[config.mk]
export PLATFORM = sky130hd
export DESIGN_NAME = bootrom_copier
export DESIGN_NICKNAME = d
export VERILOG_FILES = /design/src/rtl/bootrom_copier.sv
export SDC_FILE = /design/constraint.sdc
export NUM_CORES = 1
export LEC_CHECK = 0
export CAP_MARGIN = 5
export CORE_MARGIN = 4
export CORE_UTILIZATION = 45
export CTS_CLUSTER_DIAMETER = 80
export CTS_CLUSTER_SIZE = 10
export DETAILED_ROUTE_END_ITERATION = 12
export HOLD_SLACK_MARGIN = 0.02
export PLACE_DENSITY = 0.8
export SYNTH_ARGS = -nofsm -noshare
export SYNTH_HDL_FRONTEND = slang
export SYNTH_SLANG_ARGS = --single-unit
export TNS_END_PERCENT = 30
[constraint.sdc]
create_clock -name clk -period 5.25 [get_ports clk]
set_input_delay 0.7875 -clock clk [delete_from_list [all_inputs] [get_ports clk]]
set_output_delay 0.7875 -clock clk [all_outputs]
set_load 0.01 [all_outputs]
[src/rtl/bootrom_copier.sv]
`default_nettype none
// ============================================================================
// Module   : bootrom_copier
// Purpose  : Power-up shadow copier. Reads WORD_COUNT words from the boot ROM
//            one at a time and writes each into RAM through a handshaked write
//            port. Non-pipelined: READ -> WAIT (ROM_LATENCY) -> WRITE per word.
// Ports    : clk          system clock, rising edge
//            rst          asynchronous, active-low reset
//            start        begin a copy (honoured only in IDLE or DONE)
//            busy, done   copy status
//            rom_read_op  one-cycle ROM read strobe
//            rom_addr     ROM byte address
//            rom_data     ROM read data, ROM_LATENCY cycles after the strobe
//            ram_we       RAM write request
//            ram_addr     RAM byte address
//            ram_data     RAM write data
//            ram_be       RAM byte enables
//            ram_ready    RAM accepts the write when ram_we & ram_ready
// Revision : 1.0 - initial release
// ============================================================================
module bootrom_copier #(
    parameter logic [31:0] SRC_BASE    = 32'h0000_0000,
    parameter logic [31:0] DST_BASE    = 32'h8000_0000,
    parameter int unsigned WORD_COUNT  = 1024,
    parameter int unsigned ROM_LATENCY = 1
) (
    input  logic        clk,
    input  logic        rst,
    input  logic        start,
    output logic        busy,
    output logic        done,
    output logic        rom_read_op,
    output logic [31:0] rom_addr,
    input  logic [31:0] rom_data,
    output logic        ram_we,
    output logic [31:0] ram_addr,
    output logic [31:0] ram_data,
    output logic [3:0]  ram_be,
    input  logic        ram_ready
);

    typedef logic [2:0] state_t;
    localparam state_t c_IDLE  = 3'd0;
    localparam state_t c_READ  = 3'd1;
    localparam state_t c_WAIT  = 3'd2;
    localparam state_t c_WRITE = 3'd3;
    localparam state_t c_DONE  = 3'd4;

    localparam logic [15:0] c_LAST     = (WORD_COUNT == 0) ? 16'd0 : 16'(WORD_COUNT - 1);
    localparam logic [1:0]  c_LAT_LAST = 2'(ROM_LATENCY - 1);

    state_t      r_state_q,    w_state_d;
    logic [15:0] r_cnt_q,      w_cnt_d;
    logic [1:0]  r_lat_q,      w_lat_d;
    logic        r_busy_q,     w_busy_d;
    logic        r_done_q,     w_done_d;
    logic        r_rd_q,       w_rd_d;
    logic        r_we_q,       w_we_d;
    logic [3:0]  r_be_q,       w_be_d;
    logic [31:0] r_rom_addr_q, w_rom_addr_d;
    logic [31:0] r_ram_addr_q, w_ram_addr_d;
    logic [31:0] r_ram_data_q, w_ram_data_d;

    always_comb begin
        w_state_d    = r_state_q;
        w_cnt_d      = r_cnt_q;
        w_lat_d      = r_lat_q;
        w_rom_addr_d = r_rom_addr_q;
        w_ram_addr_d = r_ram_addr_q;
        w_ram_data_d = r_ram_data_q;

        case (r_state_q)
            c_IDLE, c_DONE: begin
                if (start) begin
                    w_cnt_d   = 16'd0;
                    // An empty copy completes immediately with no bus traffic.
                    w_state_d = (WORD_COUNT == 0) ? c_DONE : c_READ;
                end
            end
            c_READ: begin
                w_state_d = c_WAIT;
                w_lat_d   = 2'd0;
            end
            c_WAIT: begin
                if (r_lat_q == c_LAT_LAST) begin
                    // The edge leaving the last WAIT cycle is the only point
                    // where rom_data is trusted; it becomes the write data.
                    w_state_d    = c_WRITE;
                    w_ram_data_d = rom_data;
                    w_ram_addr_d = DST_BASE + {14'b0, r_cnt_q, 2'b00};
                end else begin
                    w_lat_d = r_lat_q + 2'd1;
                end
            end
            c_WRITE: begin
                if (ram_ready) begin
                    if (r_cnt_q == c_LAST) begin
                        w_state_d = c_DONE;
                    end else begin
                        w_cnt_d   = r_cnt_q + 16'd1;
                        w_state_d = c_READ;
                    end
                end
            end
            default: w_state_d = c_IDLE;
        endcase

        if (w_state_d == c_READ) begin
            w_rom_addr_d = SRC_BASE + {14'b0, w_cnt_d, 2'b00};
        end

        // Outputs are decoded from the next state so they register alongside it.
        w_busy_d = (w_state_d == c_READ) || (w_state_d == c_WAIT) || (w_state_d == c_WRITE);
        w_done_d = (w_state_d == c_DONE);
        w_rd_d   = (w_state_d == c_READ);
        w_we_d   = (w_state_d == c_WRITE);
        w_be_d   = (w_state_d == c_WRITE) ? 4'hF : 4'h0;
    end

    always_ff @(posedge clk or negedge rst) begin
        if (!rst) begin
            r_state_q    <= c_IDLE;
            r_cnt_q      <= 16'd0;
            r_lat_q      <= 2'd0;
            r_busy_q     <= 1'b0;
            r_done_q     <= 1'b0;
            r_rd_q       <= 1'b0;
            r_we_q       <= 1'b0;
            r_be_q       <= 4'h0;
            r_rom_addr_q <= 32'd0;
            r_ram_addr_q <= 32'd0;
            r_ram_data_q <= 32'd0;
        end else begin
            r_state_q    <= w_state_d;
            r_cnt_q      <= w_cnt_d;
            r_lat_q      <= w_lat_d;
            r_busy_q     <= w_busy_d;
            r_done_q     <= w_done_d;
            r_rd_q       <= w_rd_d;
            r_we_q       <= w_we_d;
            r_be_q       <= w_be_d;
            r_rom_addr_q <= w_rom_addr_d;
            r_ram_addr_q <= w_ram_addr_d;
            r_ram_data_q <= w_ram_data_d;
        end
    end

    assign busy        = r_busy_q;
    assign done        = r_done_q;
    assign rom_read_op = r_rd_q;
    assign rom_addr    = r_rom_addr_q;
    assign ram_we      = r_we_q;
    assign ram_be      = r_be_q;
    assign ram_addr    = r_ram_addr_q;
    assign ram_data    = r_ram_data_q;

endmodule
`default_nettype wire

Yosys cells after proc, flatten, opt, wreduce, memory -nomap -nowiden. Cells that the tools add are included.

Mux-type cells: 12. $add $sub $neg: 3. Reductions and logical operators: 8. Eq/ne operators: 10.

Operators by type and width (count): $mux 16 (3); $add 32x18->32 const A (1); $pmux 16 s2 (1); $add 16x1->16 const B (1); $eq 16x10->1 const B (1); $eq 3x2->1 const B (4); $mux 3 (4); $pmux 3 s4 (1); $eq 3x1->1 const B (2); $eq 3x3->1 const B (2); $mux 4 (1); $pmux 2 s2 (1); $reduce_and 2->1 (2); $logic_not 3->1 (1); $add 2x1->2 const B (1); $logic_not 2->1 (1); $logic_or 1x1->1 (2); $mux 2 (1); $ne 2x2->1 const B (1); $reduce_bool 2->1 (1); $reduce_or 2->1 (1).

Register bits after elaboration: 109.

Longest topological paths before layout. Gate-level depths: netlist (run 1).

Depth after elaboration: 7. Gate-level depth with buffers: 9. Gate-level depth less buffers: 7.

Worst setup path before layout (run 1). No wires, ideal clock.

Path kind: in2reg. From: input start. To: register r_rom_addr_q[16], in the netlist rom_addr[16]. Arrival: 2398 ps. Cell stages on the path: 8. Slack: 2725 ps. Cell sequence: or3b_2 > clkbuf_1 > o31a_1 > a31o_2 > nand2b_4 > buf_8 > buf_12 > mux2_1.

Cells in the longest elaborated chain, start to end: 3.

Ends and longest elaborated chain: start, declared (RTL line 29) `input logic start,`; $mux 3 (RTL line 74) `if (start) begin`; $pmux 3 s4 (RTL line 72) `case (r_state_q)`; $eq 3x1->1 (RTL line 108) `if (w_state_d == c_READ) begin`; end signal, assigned (RTL line 142) `r_rom_addr_q <= w_rom_addr_d;`; end, declared (RTL line 60) `logic [31:0] r_rom_addr_q, w_rom_addr_d;`.

Several ways; a longest one is shown, not always the timed one. A chain may end at the register's enable or synchronous reset.

Final worst setup path (run 1).
From: register r_cnt_q[12]. To: register r_rom_addr_q[9], in the netlist rom_addr[9].

Cells in the longest elaborated chain, start to end: 5.

Ends and longest elaborated chain: start, declared (RTL line 53) `logic [15:0] r_cnt_q, w_cnt_d;`; start signal, assigned (RTL line 135) `r_cnt_q <= w_cnt_d;`; $eq 16x10->1 * (RTL line 97) `if (r_cnt_q == c_LAST) begin`; $mux 3 (RTL line 97); $mux 3 (RTL line 96) `if (ram_ready) begin`; $pmux 3 s4 (RTL line 72); $eq 3x1->1 (RTL line 108).

Mark *: on every way between the ends. The rest lies on a longest branch, timed or not.

==> results of run 1 <==
## registers in the layout, indices dropped and copies added, names as in the netlist, 2 cells and up
| signal | flops |
|---|---|
| r_cnt_q | 16 |
| r_lat_q | 2 |
| r_state_q | 3 |
| ram_addr | 17 |
| ram_data | 32 |
| rom_addr | 16 |
## per-stage QoR
stage	util, %	total power, W	instances
after floorplan	-	0.00158	337
after global placement	57.7	0.00199	506
after detailed placement	57.7	0.00201	506
after CTS	60.3	0.00254	522
after global routing	60.3	0.00265	522
final	60.3	0.00251	522
## Yosys cell counts (4+ instances only)
master	n
nand2_1	19
mux2i_1	12
inv_1	8
nor3_1	5
dfrtp_1	90
mux2_2	55
buf_1	4
clkbuf_1	5
o21ai_0	4
nor2_1	8
nand4_1	4
nand3_1	8
buf_4	35
mux2_4	6
## kinds of logic after synthesis
kind of cell             Yosys count  synth area share [%]
AND/OR/NAND/NOR                   62                  8.77
flip-flops                        90                  56.2
adder cells (fa/ha/maj)            2                 0.624
multiplexers                      74                  21.0
buffers and inverters             56                  9.27
AO/OA/AOI/OAI                     22                  4.12
other                              1                0.0935
## final cells by class
type | instances | area share (%)
Clock inverter | 6 | 1.70
Inverter | 8 | 0.573
Multi-Input combinational cell | 191 | 28.8
Clock buffer | 10 | 2.63
Sequential cell | 90 | 43.0
Timing Repair Buffer | 109 | 20.7
Tap cell | 108 | 2.58
## how the worst max path moves through the flow
stage	to	slack [ps]	cells past startpoint
2_1_floorplan	rom_addr[16]	2720	8
3_3_place_gp	rom_addr[16]	2180	6
3_5_place_dp	rom_addr[16]	2100	6
4_1_cts	rom_addr[9]	2430	5
5_1_grt	rom_addr[9]	2280	5
6_report	rom_addr[9]	2420	5
## layer usage
layer | track usage [%] | vias up
met5 | 0 | -
met4 | 6.36 | 0
met3 | 3.21 | 9
met2 | 25.5 | 96
met1 | 19.6 | 1233
li1 | - | 1222
## worst max-delay path, stage by stage, from the launching register on
cell and delay, ps:
dfrtp_1 440, or4_4 570, nor4_4 680, a31o_2 320, nand2b_4 310, mux2_2 380
## where the power goes
group	switching [W]	internal (W)	leakage, nW	total (W)
clock	0.000246	0.000282	0.109	0.000528
sequential	0.000128	0.000881	1.15	0.00101
combinational	0.000399	0.000575	1.08	0.000974
## layout by cell type (no fill, tap or decap), types with 3 or more instances in the layout
| cell | synthesis | final |
|---|---|---|
| clkdlybuf4s50_1 | 0 | 107 |
| nor2_1 | 8 | 7 |
| dfrtp_1 | 90 | 90 |
| nand4_1 | 4 | 4 |
| nand3_1 | 8 | 8 |
| nor3_1 | 5 | 5 |
| mux2_2 | 55 | 55 |
| mux2_4 | 6 | 6 |
| mux2i_1 | 12 | 12 |
| clkbuf_8 | 0 | 10 |
| nand2_1 | 19 | 19 |
| o21ai_0 | 4 | 4 |
| inv_1 | 8 | 8 |
| o211ai_1 | 3 | 3 |
| conb_1 | 1 | 31 |
==> results.json, run 1 <==
{
  "status": "complete, no violations",
  "rrSetupSlack_ps": 2420,
  "grt_pass1_wl_mm": 12.5,
  "pre_cts_slack_ps": 2100,
  "crit_required_ps": 5480,
  "power_leakage_nw": 2.34,
  "drc": 0,
  "yosysWarningCount": 0,
  "syn_area_mm2": 0.00401,
  "hpwl_mm": 5.73,
  "wire_per_inst_um": 15.2,
  "synth_top_cell_area_share_pct": 56.2,
  "drv_cap": 0,
  "fin_crit_sh_pct": 54.0,
  "rows": 34,
  "r2r_cells": 5,
  "worstPathArrival_ps": 3060,
  "antenna_found_initial": 0,
  "globalRoute.totalOverflow": 0,
  "post_cts_buffers": 0,
  "met3RoutedLength_um": 513,
  "fin_tns_setup_ps": 0,
  "via_count": 2560,
  "regArea_mm2": 0.00225,
  "pin_count": 140,
  "cts_made_buffers": 9,
  "hold_depth": 1,
  "ys.flop_type": "dfrtp_1",
  "synth_cell_types": 48,
  "synth-edff-count": 0,
  "ctsHoldBuffers": 0,
  "grt_max_degree": 91,
  "wl_mm": 7.92,
  "initial_core_util_pct": 46.2,
  "cts_tree": "done",
  "multi_input_area_mm2": 0.00151,
  "antenna_cells": 0,
  "post_dp_cell_area_mm2": 0.00501,
  "setup_violations": 0,
  "h-tree-depth": 3,
  "p_per_area_mw_per_mm2": 479,
  "async_flop_share_pct": 100,
  "start_kind": "flop",
  "drive_gt1_share_pct": 21.0,
  "dr.pass1.iters": 4,
  "finClkSkew_ps": 12.9,
  "wl_met2_mm": 3.98,
  "min_from": "ram_addr[31]",
  "vdd_ir_drop_max_v": 0.000215,
  "clk_pin_slew_ps": 90,
  "rsz0062_at_grt": "false",
  "tightest_slew_ps": 1080,
  "cts_resized": 0,
  "grt_pass1_vias": 2527,
  "die_h_um": 102,
  "fill_cells": 673,
  "syn_inst": 307,
  "gp_congestion": 0.885,
  "die_w_um": 102,
  "synth_seq_area_share_pct": 56.2,
  "finalHoldViolCount": 0,
  "endpoint_kind": "flop",
  "worst_slack_ps": 2420,
  "path_class": "flop to flop",
  "first_iter_violations": 134,
  "cts_sinks": 90,
  "antenna_left": 0,
  "wl_met1_mm": 3.33,
  "fin_nets": 447,
  "fin_crit_ps": 2830,
  "fmax_mhz": 353,
  "report.final.slew_viol_count": 0,
  "cts-root-buf": "clkbuf_8",
  "portBuffers": 108,
  "synthTopCellsByArea": "dfrtp_1, mux2_2, buf_4",
  "postLayoutCellArea_mm2": 0.00524,
  "fp.coreArea_mm2": 0.00868,
  "worstSkewPairLatency_ps": 350,
  "die_area_mm2": 0.0105,
  "synthToLayoutAreaGrowth_pct": 30.6,
  "viasPerCell": 4.90,
  "synth-seq-cells": 90,
  "min_path_type": "flop to flop",
  "rr_startpoint": "r_cnt_q[12]",
  "track_usage_pct": 15.3,
  "critPathLaunch": "r_cnt_q[12]",
  "yosysTopAreaCell": "dfrtp_1",
  "whs_ps": 484,
  "crit_path_max_fanout": 17,
  "syn_area_per_cell_um2": 13.1,
  "r2r-end": "rom_addr[9]",
  "slew-limit-headroom_pct": 28.3,
  "routed.top_layer": "met4",
  "ctsLongestPathBuffers": 2,
  "hold_path_end": "ram_addr[31]"
}
Power figures use the tool's default switching activity.
==> run 2: changes to the inputs <==
- CORE_UTILIZATION: 45 -> 41
- PLACE_DENSITY: 0.8 -> 0.77
- clock period: 5.25 -> 2.55 ns (I/O delays scaled with it)
==> results.json, run 2 (synthesis gave the netlist of run 1 again) <==
{
  "largest_reg_flops": 32,
  "status": "complete, no violations",
  "clk_pin_slew_ps": 90,
  "drc": 0,
  "cts_sinks": 90,
  "fin_tns_setup_ps": 0,
  "viasPerCell": 4.86,
  "most-common-layout-cells": "clkdlybuf4s50_1, dfrtp_1, mux2_2, conb_1, nand2_1",
  "start_kind": "flop",
  "switching_share_pct": 31.7,
  "power_leakage_nw": 2.38,
  "cts-root-buf": "clkbuf_8",
  "antenna_left": 0,
  "post_cts_buffers": 0,
  "gp_congestion": 0.812,
  "h-tree-depth": 3,
  "slew-limit-headroom_pct": 67.3,
  "p_seq_share_pct": 40.4,
  "worstSkewPairLatency_ps": 360,
  "dr.pass1.iters": 4,
  "synthToLayoutAreaGrowth_pct": 32.6,
  "setup_violations": 0,
  "rr_startpoint": "r_cnt_q[12]",
  "p_per_area_mw_per_mm2": 969,
  "p_switching_w": 0.00163,
  "p_comb_share_pct": 39.9,
  "total_power_w": 0.00515,
  "wire_per_inst_um": 15.3,
  "tightest_slew_ps": 484,
  "antenna_found_initial": 0,
  "ctsLongestPathBuffers": 2,
  "cts_made_buffers": 9,
  "fin_nets": 455,
  "fill_cells": 794,
  "via_count": 2680,
  "rsz0062_at_grt": "false",
  "fp.coreArea_mm2": 0.00937,
  "pwr-share-clk_pct": 19.6,
  "worstPathArrival_ps": 2600,
  "whs_ps": 59.6,
  "rows": 35,
  "pin_count": 140,
  "drv_cap": 0,
  "endpoint_kind": "flop",
  "ctsHoldBuffers": 0,
  "r2r-end": "rom_addr[17]",
  "min_path_type": "input port to asynchronous set/reset pin",
  "track_usage_pct": 15.1,
  "finalHoldViolCount": 0,
  "first_iter_violations": 75,
  "path_cells": "or4_4, nor4_4, a31o_2, nand2b_4, mux2_2",
  "p_int_w": 0.00352,
  "grt_pass1_wl_mm": 13.7,
  "die_area_mm2": 0.0114,
  "regArea_mm2": 0.00225,
  "report.final.slew_viol_count": 0,
  "path_class": "flop to flop",
  "fmax_mhz": 423,
  "portBuffers": 108,
  "cp-endpoint": "rom_addr[17]",
  "initial_core_util_pct": 42.8,
  "r2r_cells": 5,
  "vdd_ir_drop_max_v": 0.000435,
  "cts_resized": 0,
  "die_w_um": 107,
  "layout_commonest_cell": "clkdlybuf4s50_1",
  "wl_mm": 8.46,
  "fin_crit_ps": 2370,
  "crit_required_ps": 2790,
  "cts_tree": "done",
  "max_stage_delay_ps": 580,
  "grt_pass1_vias": 2760,
  "grt_max_degree": 91,
  "die_h_um": 107,
  "drive_gt1_share_pct": 22.5,
  "antenna_cells": 0,
  "multi_input_area_mm2": 0.00151,
  "worst_slack_ps": 184,
  "pre_cts_slack_ps": 99.1,
  "finClkSkew_ps": 13.0,
  "cp_slowest_cell": "or4_4",
  "crit_path_max_fanout": 17,
  "critPathLaunch": "r_cnt_q[12]",
  "globalRoute.totalOverflow": 0,
  "rrSetupSlack_ps": 180,
  "hpwl_mm": 6.12,
  "fin_crit_sh_pct": 92.8
}
==> run 2: changes by cell type in the layout (fill, tap and decap cells not counted), sizes merged <==
cell	delta
buf	+8
bufinv	-1
clkinv	+1
clkinvlp	-1
inv	+1
==> run 2: metal layers <==
metal / vias up / share of wire (%) / wire length [µm] / global-route usage, %
met1: 1342 / 42 / 3590 / 19.2
li1: 1234 / - / - / -
met3: 7 / 5.9 / 495 / 3.31
met2: 97 / 51 / 4280 / 25.6
met5: - / 0 / 0 / 0
met4: 0 / 1.1 / 95 / 4.84
==> run 2: power by group through the flow <==
| stage | sequential [W] | combinational, W | clock, W |
|---|---|---|---|
| 6_report | 0.00208 | 0.00206 | 0.00101 |
| 5_1_grt | 0.00215 | 0.00221 | 0.00110 |
| 4_1_cts | 0.00209 | 0.00209 | 0.00104 |
| 3_5_place_dp | 0.00212 | 0.00209 | 0 |
| 3_3_place_gp | 0.00209 | 0.00204 | 0 |
| 2_1_floorplan | 0.00222 | 0.00104 | 0 |
==> run 2: layout make-up <==
| type | count | area share (%) |
|---|---|---|
| Clock buffer | 10 | 2.59 |
| Timing Repair Buffer | 117 | 21.8 |
| Inverter | 8 | 0.565 |
| Multi-Input combinational cell | 191 | 28.3 |
| Sequential cell | 90 | 42.3 |
| Tap cell | 129 | 3.03 |
| Clock inverter | 6 | 1.36 |
==> run 2: worst min path at each step <==
stage / startpoint / end / slack, ps
2_1_floorplan: rst / busy / 90
3_3_place_gp: ram_addr[31] / ram_addr[31] / 450
3_5_place_dp: ram_addr[31] / ram_addr[31] / 460
4_1_cts: rst / ram_addr[10] / 80
5_1_grt: rst / ram_addr[12] / 80
6_report: rst / ram_addr[12] / 60
==> run 2: metrics by stage <==
| stage | utilization, % | cell area [µm²] | std cells |
|---|---|---|---|
| floorplan | - | 4120 | 337 |
| global placement | 54.5 | 5110 | 535 |
| detailed placement | 54.5 | 5110 | 535 |
| CTS | 56.8 | 5320 | 551 |
| global route | 56.8 | 5320 | 551 |
| finish | 56.8 | 5320 | 551 |
==> run 2: critical path: cells and delay by family (launching register included) <==
family | cells | cell delay [ps]
DFF | 1 | 440
and+or+nand+nor | 3 | 1200
muxes | 1 | 380
AOI/OAI and AO/OA | 1 | 230
==> run 3: changes to the inputs <==
- CTS_CLUSTER_SIZE: 10 -> unset
- TNS_END_PERCENT: 30 -> 10
==> results of run 3 <==
Same layout as run 2: the final DEF is identical, and so are final timing and power.
